`config.mk`:
```
export PLATFORM = sky130hd
export DESIGN_NAME = conv_window_scheduler
export DESIGN_NICKNAME = d
export VERILOG_FILES = /design/src/rtl/conv_pkg.sv /design/src/rtl/conv_window_counter.sv /design/src/rtl/conv_window_scheduler.sv
export SDC_FILE = /design/constraint.sdc
export NUM_CORES = 1
export LEC_CHECK = 0
export CAP_MARGIN = 20
export CORE_MARGIN = 2
export CORE_UTILIZATION = 48
export DETAILED_ROUTE_END_ITERATION = 8
export PLACE_DENSITY = 0.79
export SLEW_MARGIN = 20
export SYNTH_ARGS = -nofsm -noshare
export SYNTH_HDL_FRONTEND = slang
export SYNTH_SLANG_ARGS = --single-unit
```
`constraint.sdc`:
```
create_clock -name clock -period 2.1 [get_ports clock]
set_input_delay 0.315 -clock clock [delete_from_list [all_inputs] [get_ports clock]]
set_output_delay 0.315 -clock clock [all_outputs]
set_load 0.03 [all_outputs]
```
`src/rtl/conv_pkg.sv`:
```
// Shared types and helpers for the convolution window scheduler family.
package conv_pkg;

    localparam int DEFAULT_WIDTH_BIT = 8;

    typedef enum logic [2:0] {
        ST_IDLE,
        ST_LOAD,
        ST_FIRE,
        ST_WAIT,
        ST_PUSH,
        ST_DONE
    } state_t;

    // Number of window positions along one edge of the output map.
    function automatic int out_size_f(input int size, input int sizeker, input int stride);
        return (size - sizeker) / stride + 1;
    endfunction

endpackage

```
`src/rtl/conv_window_counter.sv`:
```
// Raster row/col counter over an OUT_SIZE x OUT_SIZE output map.
// Exposes next-state values so the owner can register derived outputs
// in the same cycle the counter moves.
module conv_window_counter #(
    parameter int OUT_SIZE = 5,
    parameter int IDX_W    = 3
) (
    input  logic             clock,
    input  logic             reset,
    input  logic             clear_i,
    input  logic             advance_i,
    output logic [IDX_W-1:0] row_next_o,
    output logic [IDX_W-1:0] col_next_o,
    output logic             last_o
);

    localparam logic [IDX_W-1:0] MAX_IDX = IDX_W'(OUT_SIZE - 1);

    logic [IDX_W-1:0] row_q, row_d;
    logic [IDX_W-1:0] col_q, col_d;

    // Next-state: clear has priority, otherwise step in raster order.
    always_comb begin
        row_d = row_q;
        col_d = col_q;
        if (clear_i) begin
            row_d = '0;
            col_d = '0;
        end else if (advance_i) begin
            if (col_q == MAX_IDX) begin
                col_d = '0;
                row_d = row_q + IDX_W'(1);
            end else begin
                col_d = col_q + IDX_W'(1);
            end
        end
    end

    // Counter registers.
    always_ff @(posedge clock) begin
        if (reset) begin
            row_q <= '0;
            col_q <= '0;
        end else begin
            row_q <= row_d;
            col_q <= col_d;
        end
    end

    assign row_next_o = row_d;
    assign col_next_o = col_d;
    assign last_o     = (row_q == MAX_IDX) && (col_q == MAX_IDX);

endmodule

```
`src/rtl/conv_window_scheduler.sv`:
```
// Sequences a shared SIZEKER x SIZEKER conv engine over a SIZE x SIZE map:
// load window, fire engine, wait for result (with timeout), push to sink.
// Optional macro CONV_SCHED_PERF_EN adds a saturating stall_cycles counter.
module conv_window_scheduler
    import conv_pkg::*;
#(
    parameter int SIZE      = 7,
    parameter int SIZEKER   = 3,
    parameter int STRIDE    = 1,
    parameter int WIDTH_BIT = DEFAULT_WIDTH_BIT,
    parameter int TIMEOUT   = 255
) (
    input  logic                     clock,
    input  logic                     reset,
    input  logic                     start,
    output logic                     busy,
    output logic                     done,
    output logic                     error,
    output logic [$clog2(SIZE)-1:0]  win_row,
    output logic [$clog2(SIZE)-1:0]  win_col,
    output logic                     win_load,
    output logic                     eng_start,
    input  logic                     eng_valid,
    input  logic [WIDTH_BIT-1:0]     eng_result,
    output logic                     out_valid,
    input  logic                     out_ready,
    output logic [$clog2(SIZE)-1:0]  out_row,
    output logic [$clog2(SIZE)-1:0]  out_col,
    output logic [WIDTH_BIT-1:0]     out_data
`ifdef CONV_SCHED_PERF_EN
    ,
    output logic [31:0]              stall_cycles
`endif
);

    localparam int OUT_SIZE = out_size_f(SIZE, SIZEKER, STRIDE);
    localparam int IDX_W    = $clog2(SIZE);
    localparam int TMO_W    = $clog2(TIMEOUT + 1);
    localparam logic [TMO_W-1:0] TMO_LAST = TMO_W'(TIMEOUT - 1);

    state_t               state_q, state_d;
    logic                 busy_q, done_q, error_q, error_d;
    logic                 win_load_q, eng_start_q, out_valid_q;
    logic [IDX_W-1:0]     win_row_q, win_col_q, out_row_q, out_col_q;
    logic [WIDTH_BIT-1:0] out_data_q, out_data_d;
    logic [TMO_W-1:0]     tmo_q, tmo_d;

    logic                 cnt_clear, cnt_advance, cnt_last;
    logic [IDX_W-1:0]     row_next, col_next;

    conv_window_counter #(
        .OUT_SIZE (OUT_SIZE),
        .IDX_W    (IDX_W)
    ) u_counter (
        .clock      (clock),
        .reset      (reset),
        .clear_i    (cnt_clear),
        .advance_i  (cnt_advance),
        .row_next_o (row_next),
        .col_next_o (col_next),
        .last_o     (cnt_last)
    );

    // FSM next-state, counter control, timeout and result capture.
    always_comb begin
        state_d     = state_q;
        error_d     = error_q;
        tmo_d       = tmo_q;
        out_data_d  = out_data_q;
        cnt_clear   = 1'b0;
        cnt_advance = 1'b0;
        case (state_q)
            ST_IDLE: begin
                if (start) begin
                    state_d   = ST_LOAD;
                    error_d   = 1'b0;
                    cnt_clear = 1'b1;
                end
            end
            ST_LOAD: state_d = ST_FIRE;
            ST_FIRE: begin
                tmo_d   = '0;
                state_d = ST_WAIT;
            end
            ST_WAIT: begin
                if (eng_valid) begin
                    out_data_d = eng_result;
                    state_d    = ST_PUSH;
                end else if (tmo_q == TMO_LAST) begin
                    error_d = 1'b1;
                    state_d = ST_DONE;
                end else begin
                    tmo_d = tmo_q + TMO_W'(1);
                end
            end
            ST_PUSH: begin
                if (out_ready) begin
                    if (cnt_last) begin
                        state_d = ST_DONE;
                    end else begin
                        cnt_advance = 1'b1;
                        state_d     = ST_LOAD;
                    end
                end
            end
            ST_DONE: state_d = ST_IDLE;
            default: state_d = ST_IDLE;
        endcase
    end

    // State and registered outputs; strobes are aligned with the state they belong to,
    // while done is issued from the DONE state itself.
    always_ff @(posedge clock) begin
        if (reset) begin
            state_q     <= ST_IDLE;
            busy_q      <= 1'b0;
            done_q      <= 1'b0;
            error_q     <= 1'b0;
            win_load_q  <= 1'b0;
            eng_start_q <= 1'b0;
            out_valid_q <= 1'b0;
            win_row_q   <= '0;
            win_col_q   <= '0;
            out_row_q   <= '0;
            out_col_q   <= '0;
            out_data_q  <= '0;
            tmo_q       <= '0;
        end else begin
            state_q     <= state_d;
            busy_q      <= (state_d != ST_IDLE) && (state_d != ST_DONE);
            done_q      <= (state_q == ST_DONE);
            error_q     <= error_d;
            win_load_q  <= (state_d == ST_LOAD);
            eng_start_q <= (state_d == ST_FIRE);
            out_valid_q <= (state_d == ST_PUSH);
            win_row_q   <= IDX_W'(int'(row_next) * STRIDE);
            win_col_q   <= IDX_W'(int'(col_next) * STRIDE);
            out_row_q   <= row_next;
            out_col_q   <= col_next;
            out_data_q  <= out_data_d;
            tmo_q       <= tmo_d;
        end
    end

    assign busy      = busy_q;
    assign done      = done_q;
    assign error     = error_q;
    assign win_load  = win_load_q;
    assign eng_start = eng_start_q;
    assign out_valid = out_valid_q;
    assign win_row   = win_row_q;
    assign win_col   = win_col_q;
    assign out_row   = out_row_q;
    assign out_col   = out_col_q;
    assign out_data  = out_data_q;

`ifdef CONV_SCHED_PERF_EN
    logic [31:0] stall_q;

    // Saturating count of engine-wait cycles plus sink back-pressure cycles.
    always_ff @(posedge clock) begin
        if (reset) begin
            stall_q <= '0;
        end else if ((state_q == ST_IDLE) && start) begin
            stall_q <= '0;
        end else if (((state_q == ST_WAIT) || ((state_q == ST_PUSH) && !out_ready))
                     && (stall_q != '1)) begin
            stall_q <= stall_q + 32'd1;
        end
    end

    assign stall_cycles = stall_q;
`endif

endmodule

```
Word level (Yosys, flattened, before mapping)
Index checks and enable logic that the tools add are counted.
{ "totals": {"regBits": 31, "latch_bits": 0, "ram_bits": 0, "mem_bits_ro": 0, "inputBits": 13, "mem_count": 0} }
{ "op_classes": {"add_sub_neg": 3, "multipliers": 0, "div": 0, "magnitude_cmp": 0, "n_eq_ne": 16, "shifts": 0, "mux": 19, "bitwise": 0, "reduce_logical": 11} }
{ "ops": {"columns": ["operator", "n"], "rows": [
  ["3-bit 2-to-1 mux", 6],
  ["8-bit 2-to-1 mux", 2],
  ["8-bit one-hot mux with 2 select lines", 1],
  ["3-bit equality test, second input constant", 5],
  ["3-bit one-hot mux with 5 select lines", 1],
  ["3-bit by 2-bit equality test with 1-bit output, second input constant", 3],
  ["8-bit by 1-bit adder with 8-bit output, second input constant", 1],
  ["8-bit equality test, second input constant", 1],
  ["1-bit 2-to-1 mux", 8],
  ["2-bit != test, second input constant", 4],
  ["3-bit by 1-bit adder with 3-bit output, second input constant", 2],
  ["3-bit by 1-bit equality test with 1-bit output, second input constant", 2],
  ["2-bit AND reduction", 2],
  ["4-bit AND reduction", 1],
  ["2-bit nonzero test", 2],
  ["3-bit logical NOT", 1],
  ["3-bit != test, second input constant", 1],
  ["3-bit AND reduction", 1],
  ["3-bit nonzero test", 1],
  ["1-bit logical AND", 2],
  ["1-bit one-hot mux with 2 select lines", 1],
  ["2-bit OR reduction", 1]
]} }

Longest topological paths before layout
Gate-level depths: netlist of the first run.
{ "depth": {"word_depth": 7, "mapped_depth": 7, "mapped_depth_nobuf": 6} }

By module
Synthesis of the first run repeated with hierarchy kept, for this count alone.
{ "hier_totals": {"hier_cells": 186, "area_unflattened_um2": 1645.3} }
{ "modules_own_cells": {"columns": ["module", "instances", "cells_each", "area_per_inst_um2", "seq_area_each_um2"], "rows": [
  ["conv_window_scheduler", 1, 143, 1301.2, 620.6],
  ["conv_window_counter", 1, 43, 344.1, 120.1]
]} }

Worst setup path before layout of the first run
Ideal clock, no wire load.
{ "synth_timing": {"path_kind": "flip-flop to flip-flop", "start": "register tmo_q[0]", "end": "register tmo_q[7]", "setup_ns": 0.070, "t_arrival_ns": 1.851, "t_required_ns": 2.030, "setup_slack_ns": 0.179, "path_stages_with_launch": 8, "n_path_buf": 1, "period_less_slack_ns": 1.921, "path_cell_list": "dfxtp_1 > inv_1 > ha_1 > and3_1 > a311o_1 > buf_6 > or4_1 > a21oi_1"} }
{ "synth_between": {"elab_chain_cells": 4} }
{ "synth_lines": {"columns": ["element", "line", "text"], "rows": [
  ["start, declared", "conv_window_scheduler.sv:46", "logic [TMO_W-1:0] tmo_q, tmo_d;"],
  ["start signal, assigned", "conv_window_scheduler.sv:141", "tmo_q <= tmo_d;"],
  ["8-bit by 1-bit adder with 8-bit output", "conv_window_scheduler.sv:93", "tmo_d = tmo_q + TMO_W'(1);"],
  ["8-bit 2-to-1 mux", "conv_window_scheduler.sv:89", "end else if (tmo_q == TMO_LAST) begin"],
  ["8-bit 2-to-1 mux", "conv_window_scheduler.sv:86", "if (eng_valid) begin"],
  ["8-bit one-hot mux with 2 select lines", "conv_window_scheduler.sv:72", "case (state_q)"]
]} }
Several ways; a longest one is shown, not always the timed one. The select of a mux whose other input is x is not followed.
A chain may end at the register's enable or synchronous reset.

Final worst setup path of the first run
Ends and elaborated chain as after synthesis.

==> impl_metrics.json, run 1 <==
{
  "synthXorXnorAreaFrac_pct": 2.37,
  "cts_tree": "done",
  "port-buffer-count": 38,
  "worst-path-max-fanout": 7,
  "grt_max_degree": 16,
  "syn_area_per_cell_um2": 8.60,
  "cp_slowest_stage_delay_ns": 0.53,
  "synthAdderAreaFrac_pct": 5.08,
  "hpwl_um": 2350,
  "cts.path.max_buffers": 2,
  "synth_top_cell_by_area": "dfxtp_1",
  "power_w": 0.00111,
  "synth_top_family_by_area": "simple AND/OR/NAND/NOR gates",
  "clk_pin_slew_ns": 0.09,
  "max_slew_margin_pct": 68.6,
  "p_per_area_nw_per_um2": 574,
  "cts_num_sinks": 31,
  "die_h_um": 59.5,
  "skew_ns": 0.0103,
  "drc": 0,
  "min_period_ns": 1.97,
  "startpoint_type": "register",
  "post_cts_buffers": 0,
  "synthToLayoutAreaGrowth_pct": 30.1,
  "cts_inserted_buffers": 5,
  "antenna_found_initial": 0,
  "core_area_um2": 3000,
  "firstDrtPassIters": 4,
  "detail_route.wirelength_um": 3070,
  "fin_tns_setup_ns": 0,
  "cp_data_arrival_time_ns": 2.24,
  "grt_usage_pct": 19.5,
  "fin_crit_sh_pct": 94.0,
  "synth_edf_count": 0,
  "final-seq-area_um2": 622,
  "grt_overflow": 0,
  "hold_violations": 0,
  "p_leak_nw": 0.725,
  "fillerInstances": 274,
  "clk_latency_ns": 0.33,
  "io_pins": 39,
  "ant_nets": 0,
  "cts_hold_buf": 0,
  "pwr-share-clk_pct": 28.6,
  "critical_path_buf_inv_count": 1,
  "fmax_ghz": 0.507,
  "first_global_vias": 1269,
  "synth_most_common_cell": "dfxtp_1",
  "switchingPower_w": 0.000299,
  "synth-compound-area-share_pct": 16.8,
  "grt_pass1_wl_um": 5260,
  "switching_share_pct": 27.0,
  "hold_class": "register to register",
  "tightest_slew_ns": 0.470,
  "synth_seq_cells": 31,
  "rrSetupSlack_ns": 0.13,
  "max-cap-violations": 0,
  "setup_viol_count_final": 0,
  "yosysSeqAreaShare_pct": 42.0,
  "synthArstFlopShare_pct": 0,
  "yosys_most_used_dff": "dfxtp_1",
  "die_w_um": 59.5,
  "internal_power_w": 0.000806,
  "cts_root_buf": "clkbuf_4",
  "synthTopCellsByCount": "dfxtp_1, nand2_1, a21oi_1",
  "layout-drive-gt1-share_pct": 11.9,
  "wl_per_cell_um": 12.6,
  "cts.htree.levels": 2,
  "synthCells": 172,
  "gp_congestion": 0.857,
  "placementRows": 20,
  "start_util_pct": 49.2,
  "synthMuxAreaShare_pct": 2.03,
  "required_ns": 2.37,
  "antennaDiodeCount": 0,
  "final_nets": 228,
  "dieArea_um2": 3540,
  "slew_violations": 0,
  "syn_area_um2": 1480,
  "p_comb_share_pct": 14.9,
  "yosysWarnings": 0,
  "slowest_stage": "or4_4",
  "end_kind": "register",
  "peakVddDrop_uv": 334,
  "status": "complete, no violations",
  "rsz0062_at_grt": "false",
  "drt_iter0_drc": 38,
  "syn-num-nets": 191,
  "worstPathCellList": "inv_1, ha_1, and3_4, a311o_2, or4_4, a21oi_2",
  "yosys.area_share.simple_pct": 23.4,
  "routed_via_density": 5.39,
  "synth_top_area_share_pct": 42.0,
  "worstSetupPathType": "register to register",
  "ys_top_cells_by_area": "dfxtp_1, a21oi_1, nand2_1",
  "crit_family": "simple AND/OR/NAND/NOR gates",
  "num_vias": 1310,
  "seq_power_share_pct": 56.5,
  "multiInputGateArea_um2": 749,
  "ys_types": 46
}
## placed cells by master (no fill, tap or decap), types with 2 or more instances in the layout
cell and instances:
or3_2 2, nor2_1 12, buf_4 5, ha_1 6, nor2b_1 2, o21bai_1 2
nor4_1 2, nand3_1 4, clkbuf_4 5, nand4_1 5, inv_1 11, xor2_1 2
nand2_1 21, clkinv_2 3, mux2i_1 3, o21ai_0 3, xnor2_1 2, a21oi_1 15
dfxtp_1 30, a32oi_1 2, nand2b_1 2, and2_1 4, or2_2 2, clkdlybuf4s50_1 38
o31ai_1 2
## path summary, 6_finish.rpt
kind / from / end / depth (start not counted)
setup / recovery: tmo_q[0] / tmo_q[7] / 6
hold / removal: out_data[4] / out_data[4] / 2
setup reg to reg: tmo_q[0] / tmo_q[7] / 6
hold reg to reg: out_data[4] / out_data[4] / 2
## power by group through the flow
stage	logic, W	registers, W	clock network [W]
2_1_floorplan	0.0000850	0.000649	0
3_3_place_gp	0.000161	0.000637	0
3_5_place_dp	0.000164	0.000637	0
4_1_cts	0.000165	0.000623	0.000329
5_1_grt	0.000180	0.000627	0.000360
6_report	0.000165	0.000624	0.000316
## final cells by class
class,instances,share of cell area [%]
multi-input cells,117,38.9
flip-flops and latches,31,32.3
repair buffers,43,21.7
inverters,11,2.15
well taps,33,2.15
clock buffers,5,1.95
clock inverters,3,0.780
## cell families (layout without fill, tap and decap cells)
group | Yosys count | in the layout
AO/OA/AOI/OAI | 38 | 38
XOR/XNOR | 4 | 4
adder cells (fa/ha/maj) | 6 | 6
buffers and inverters | 24 | 62
flip-flops | 31 | 31
multiplexers | 3 | 3
AND/OR/NAND/NOR | 66 | 66
## flip-flops by register name (all words and copies together), names as in the netlist
name,cells
busy,1
done,1
eng_start,1
error,1
out_data,8
out_valid,1
state_q,3
tmo_q,8
u_counter.col_q,3
u_counter.row_q,3
win_load,1
## layer usage
layer | vias up | routed length [um] | global-route usage, %
met2 | 51 | 1540 | 33.3
li1 | 671 | - | -
met3 | 6 | 223 | 4.80
met5 | - | 0 | 0
met4 | 0 | 29 | 10.2
met1 | 582 | 1280 | 22.3
## through the flow
step | hold slack, ns | cell area [um^2] | cells | setup slack [ns] | util, %
after CTS | 0.459 | 1910 | 243 | 0.0857 | 63.6
after floorplan | 0.451 | 1480 | 172 | 0.179 | -
after global routing | 0.480 | 1920 | 243 | 0.0336 | 64.1
final | 0.455 | 1920 | 243 | 0.126 | 64.1
after detailed placement | 0.446 | 1860 | 235 | 0.0465 | 61.8
after global placement | 0.441 | 1860 | 235 | 0.0886 | 61.8
## tightest hold or removal path, cell delays in order (launching register included)
cell     delay (ns)
dfxtp_1        0.31
nand2_1        0.05
a21oi_1        0.05
## what timing repair did
item,CTS,global route
gates resized for setup,0,5
setup endpoints to repair,0,2
endpoints found under the hold margin,0,0
No activity file was read; power rests on OpenSTA's default activity.
==> run 2, diff against run 1 <==
--- a/config.mk
+++ b/config.mk
@@ -9,7 +9,7 @@
 export CORE_MARGIN = 2
 export CORE_UTILIZATION = 48
 export DETAILED_ROUTE_END_ITERATION = 8
-export PLACE_DENSITY = 0.79
+export PLACE_DENSITY_LB_ADDON = 0.25
 export SLEW_MARGIN = 20
 export SYNTH_ARGS = -nofsm -noshare
 export SYNTH_HDL_FRONTEND = slang
==> constraint.sdc (replaced) <==
create_clock -name clock -period 2.02 [get_ports clock]
set_input_delay 0.303 -clock clock [delete_from_list [all_inputs] [get_ports clock]]
set_output_delay 0.303 -clock clock [all_outputs]
set_load 0.03 [all_outputs]
==> impl_metrics.json, run 2 (synthesis results as in run 1) <==
{
  "fillerInstances": 257,
  "fin_crit_sh_pct": 97.0,
  "detail_route.wirelength_um": 3430,
  "hold_violations": 0,
  "rsz0062_at_grt": "false",
  "cts_root_buf": "clkbuf_4",
  "synthToLayoutAreaGrowth_pct": 32.3,
  "num_vias": 1356,
  "max_slew_margin_pct": 67.5,
  "status": "complete, no violations",
  "reg2reg_from": "tmo_q[0]",
  "dieArea_um2": 3540,
  "mostFrequentLayoutCells": "clkdlybuf4s50_1, dfxtp_1, nand2_1, a21oi_1, nor2_1",
  "layout_setup_ws_ns": 0.0598,
  "fin_tns_setup_ns": 0,
  "clk_latency_ns": 0.34,
  "startpoint_type": "register",
  "start_util_pct": 49.2,
  "grt_max_degree": 16,
  "hold_class": "register to register",
  "firstDrtPassIters": 7,
  "clk_pin_slew_ns": 0.10,
  "placed_cells": 235,
  "cts.path.max_buffers": 2,
  "setup_viol_count_final": 0,
  "routed_via_density": 5.58,
  "skew_ns": 0.00174,
  "antennaDiodeCount": 0,
  "placementRows": 20,
  "min_period_ns": 1.96,
  "hold_start": "out_data[3]",
  "wl_per_cell_um": 14.1,
  "slew_violations": 0,
  "end_kind": "register",
  "gp_congestion": 0.853,
  "antenna_found_initial": 0,
  "drt_iter0_drc": 48,
  "crit_start": "tmo_q[0]",
  "p_leak_nw": 0.737,
  "tightest_slew_ns": 0.486,
  "cts_inserted_buffers": 5,
  "rrSetupSlack_ns": 0.06,
  "final_common_cell": "clkdlybuf4s50_1",
  "cts_tree": "done",
  "p_per_area_nw_per_um2": 681,
  "fin_cells": 243,
  "die_h_um": 59.5,
  "port-buffer-count": 38,
  "die_w_um": 59.5,
  "post_cts_buffers": 0,
  "grt_usage_pct": 20.9,
  "cts.htree.levels": 2,
  "cp_data_arrival_time_ns": 2.24,
  "peakVddDrop_uv": 384,
  "holdWs_ns": 0.456,
  "final-seq-area_um2": 622,
  "grt_pass1_wl_um": 5620,
  "layout-drive-gt1-share_pct": 11.4,
  "drc": 0,
  "worst-path-max-fanout": 6,
  "worstSetupPathType": "register to register",
  "first_global_vias": 1316,
  "multiInputGateArea_um2": 748,
  "cts_num_sinks": 31,
  "max-cap-violations": 0,
  "hpwl_um": 2500,
  "core_area_um2": 3000,
  "required_ns": 2.30,
  "grt_overflow": 0,
  "final_nets": 228,
  "io_pins": 39,
  "fmax_ghz": 0.510,
  "ant_nets": 0,
  "dp_slack_ns": 0.000832,
  "cts_hold_buf": 0
}
## run 2: cell types whose count changed in the layout (fill, tap and decap cells not counted), sizes merged
cell | before | now
clkinv | 3 | 1
clkbuf | 5 | 6
bufinv | 0 | 1
## run 2: cell type report
class	count	area share, %
multi-input cells	117	38.2
flip-flops and latches	31	31.8
repair buffers	43	21.4
clock buffers	6	2.62
inverters	11	2.11
well taps	33	2.11
clock inverters	2	1.79
## run 2: final timing paths
check | depth (start not counted) | to
worst max-delay path | 6 | tmo_q[5]
worst min-delay path | 2 | out_data[3]
worst max register to register | 6 | tmo_q[5]
worst min register to register | 2 | out_data[3]
## run 2: per-layer routing
layer | routed length (um) | vias up | GRT usage (%)
li1 | - | 670 | -
met1 | 1400 | 623 | 23.8
met2 | 1740 | 57 | 35.8
met3 | 241 | 6 | 6.77
met4 | 51 | 0 | 8.89
met5 | 0 | - | 0
## run 2: repair_timing
item,CTS,global route
setup endpoints to repair,0,4
resized for setup,0,4
endpoints found under the hold margin,0,0
## run 2: power by group
part | total, W | internal (W) | switching (W)
logic | 0.000171 | 0.0000802 | 0.0000911
clock network | 0.000512 | 0.000292 | 0.000220
registers | 0.000649 | 0.000628 | 0.0000203
total | 0.00133 | 0.00100 | 0.000332
## run 2: critical path: stages, from the launching register on
cell and delay, ns:
dfxtp_2 0.35, inv_1 0.07, ha_1 0.22, and3_4 0.20, a311o_1 0.42, or4_4 0.51, a21oi_2 0.14
## run 2: stage by stage
stage | total power, W | utilization [%] | instance area (um^2)
after CTS | 0.00133 | 64.7 | 1940
after floorplan | 0.000763 | - | 1480
after global placement | 0.000827 | 61.8 | 1860
final | 0.00133 | 65.2 | 1960
after detailed placement | 0.000832 | 61.8 | 1860
after global routing | 0.00138 | 65.2 | 1960
==> run 3, diff against run 2 <==
--- a/config.mk
+++ b/config.mk
@@ -5,9 +5,8 @@
 export SDC_FILE = /design/constraint.sdc
 export NUM_CORES = 1
 export LEC_CHECK = 0
-export CAP_MARGIN = 20
 export CORE_MARGIN = 2
-export CORE_UTILIZATION = 48
+export CORE_UTILIZATION = 40
 export DETAILED_ROUTE_END_ITERATION = 8
 export PLACE_DENSITY_LB_ADDON = 0.25
 export SLEW_MARGIN = 20
==> impl_metrics.json, run 3 (synthesis results as in run 1) <==
{
  "status": "complete, no violations",
  "slew_violations": 0,
  "placed_cells": 251,
  "routed_via_density": 5.24,
  "slowest_stage": "or4_4",
  "dieArea_um2": 4200,
  "fin_cells": 259,
  "worst-path-max-fanout": 7,
  "cts.htree.levels": 2,
  "synthToLayoutAreaGrowth_pct": 35.6,
  "first_global_vias": 1406,
  "io_pins": 39,
  "layout-drive-gt1-share_pct": 12.8,
  "post_dp_cell_area_um2": 1880,
  "die_w_um": 64.8,
  "cts_tree": "done",
  "worstPathCellList": "inv_1, ha_1, and3_4, a311o_1, or4_4, a21oi_2",
  "peakVddDrop_uv": 283,
  "required_ns": 2.24,
  "cts_inserted_buffers": 5,
  "max-cap-violations": 0,
  "max_slew_margin_pct": 70.1,
  "mostFrequentLayoutCells": "clkdlybuf4s50_1, dfxtp_1, nand2_1, a21oi_1, nor2_1",
  "crit_start": "tmo_q[0]",
  "antennaDiodeCount": 0,
  "fmax_ghz": 0.508,
  "final_nets": 230,
  "core_area_um2": 3610,
  "cts_root_buf": "clkbuf_8",
  "wl_per_cell_um": 12.6,
  "reg2reg_from": "tmo_q[0]",
  "drt_iter0_drc": 14,
  "firstDrtPassIters": 4,
  "placementRows": 22,
  "grt_overflow": 0,
  "detail_route.wirelength_um": 3250,
  "die_h_um": 64.8,
  "skew_ns": 0.00673,
  "gp_congestion": 0.816,
  "clk_pin_slew_ns": 0.06,
  "grt_pass1_wl_um": 5820,
  "final_common_cell": "clkdlybuf4s50_1",
  "p_per_area_nw_per_um2": 656,
  "setup_viol_count_final": 0,
  "worstSetupPathType": "register to register",
  "grt_max_degree": 15,
  "drc": 0,
  "hpwl_um": 2350,
  "hold_start": "out_data[5]",
  "min_period_ns": 1.97,
  "antenna_found_initial": 0,
  "cts_num_sinks": 31,
  "clk_latency_ns": 0.28,
  "num_vias": 1358,
  "design_area_um2": 2010,
  "ant_nets": 0,
  "hold_violations": 0,
  "hold_class": "register to register",
  "dp_slack_ns": -0.0332,
  "cts_hold_buf": 0,
  "layout_setup_ws_ns": 0.0496,
  "start_util_pct": 41.0,
  "port-buffer-count": 38,
  "cp_data_arrival_time_ns": 2.19,
  "p_leak_nw": 0.746,
  "tightest_slew_ns": 0.448,
  "grt_usage_pct": 17.6,
  "startpoint_type": "register",
  "fin_crit_sh_pct": 97.5,
  "cts.path.max_buffers": 2,
  "cp_slowest_stage_delay_ns": 0.55,
  "end_kind": "register"
}
==> run 3: cell count changes in the layout (fill, tap and decap cells not counted) <==
cell / before / now
or4_4: 1 / 2
nor3b_4: 0 / 1
buf_4: 5 / 7
bufinv_16: 1 / 0
clkbuf_4: 5 / 0
nor3b_2: 1 / 0
clkbuf_8: 1 / 6
a21oi_1: 15 / 14
a21oi_2: 1 / 2
or4_1: 1 / 0
==> run 3: final timing paths <==
kind	depth (start not counted)	slack [ns]	to
max	6	0.05	tmo_q[7]
min	2	0.46	out_data[5]
max reg2reg	6	0.05	tmo_q[7]
min reg2reg	2	0.46	out_data[5]
==> run 3: worst max-delay path: cells and delay by family, from the launching register on <==
family	cells	cell delay, ns
compound gates	2	0.54
buf+inv	1	0.06
fa+ha+maj	1	0.23
simple gates	2	0.75
flops	1	0.33
==> run 3: area by class of cell <==
cell class              count  area [um^2]
clock buffers               6         82.6
clock inverters             1         5.00
fillers                   330         1600
inverters                  11         41.3
multi-input cells         117          762
flip-flops and latches     31          622
well taps                  48         60.1
repair buffers             45          433
==> run 3: stage by stage <==
step	TNS (ns)	total power [W]	utilization (%)	hold WS, ns
after global placement	0	0.000836	52.2	0.441
after detailed placement	-0.0332	0.000839	52.2	0.450
after global routing	-0.00229	0.00138	55.6	0.474
after floorplan	0	0.000763	-	0.439
after CTS	0	0.00133	55.1	0.458
final	0	0.00132	55.6	0.455
==> run 3: power breakdown <==
group,internal (W),leakage [nW],switching [W]
registers,0.000629,0.252,0.0000204
logic,0.0000881,0.448,0.0000943
clock network,0.000266,0.0470,0.000217
total,0.000984,0.746,0.000332
==> run 3: metal layers <==
metal | up-vias | part of all wire [%] | GRT usage [%]
li1 | 675 | - | -
met1 | 635 | 42 | 19.7
met2 | 43 | 50 | 30.9
met3 | 5 | 5.7 | 4.86
met4 | 0 | 1.9 | 7.45
met5 | - | 0 | 0
==> run 3: timing repair <==
action / 4_1_cts / 5_1_grt
pin swaps: 2 / 1
buffers inserted: 1 / 0
gates resized for setup: 3 / 4
endpoints found under the setup margin: 1 / 6
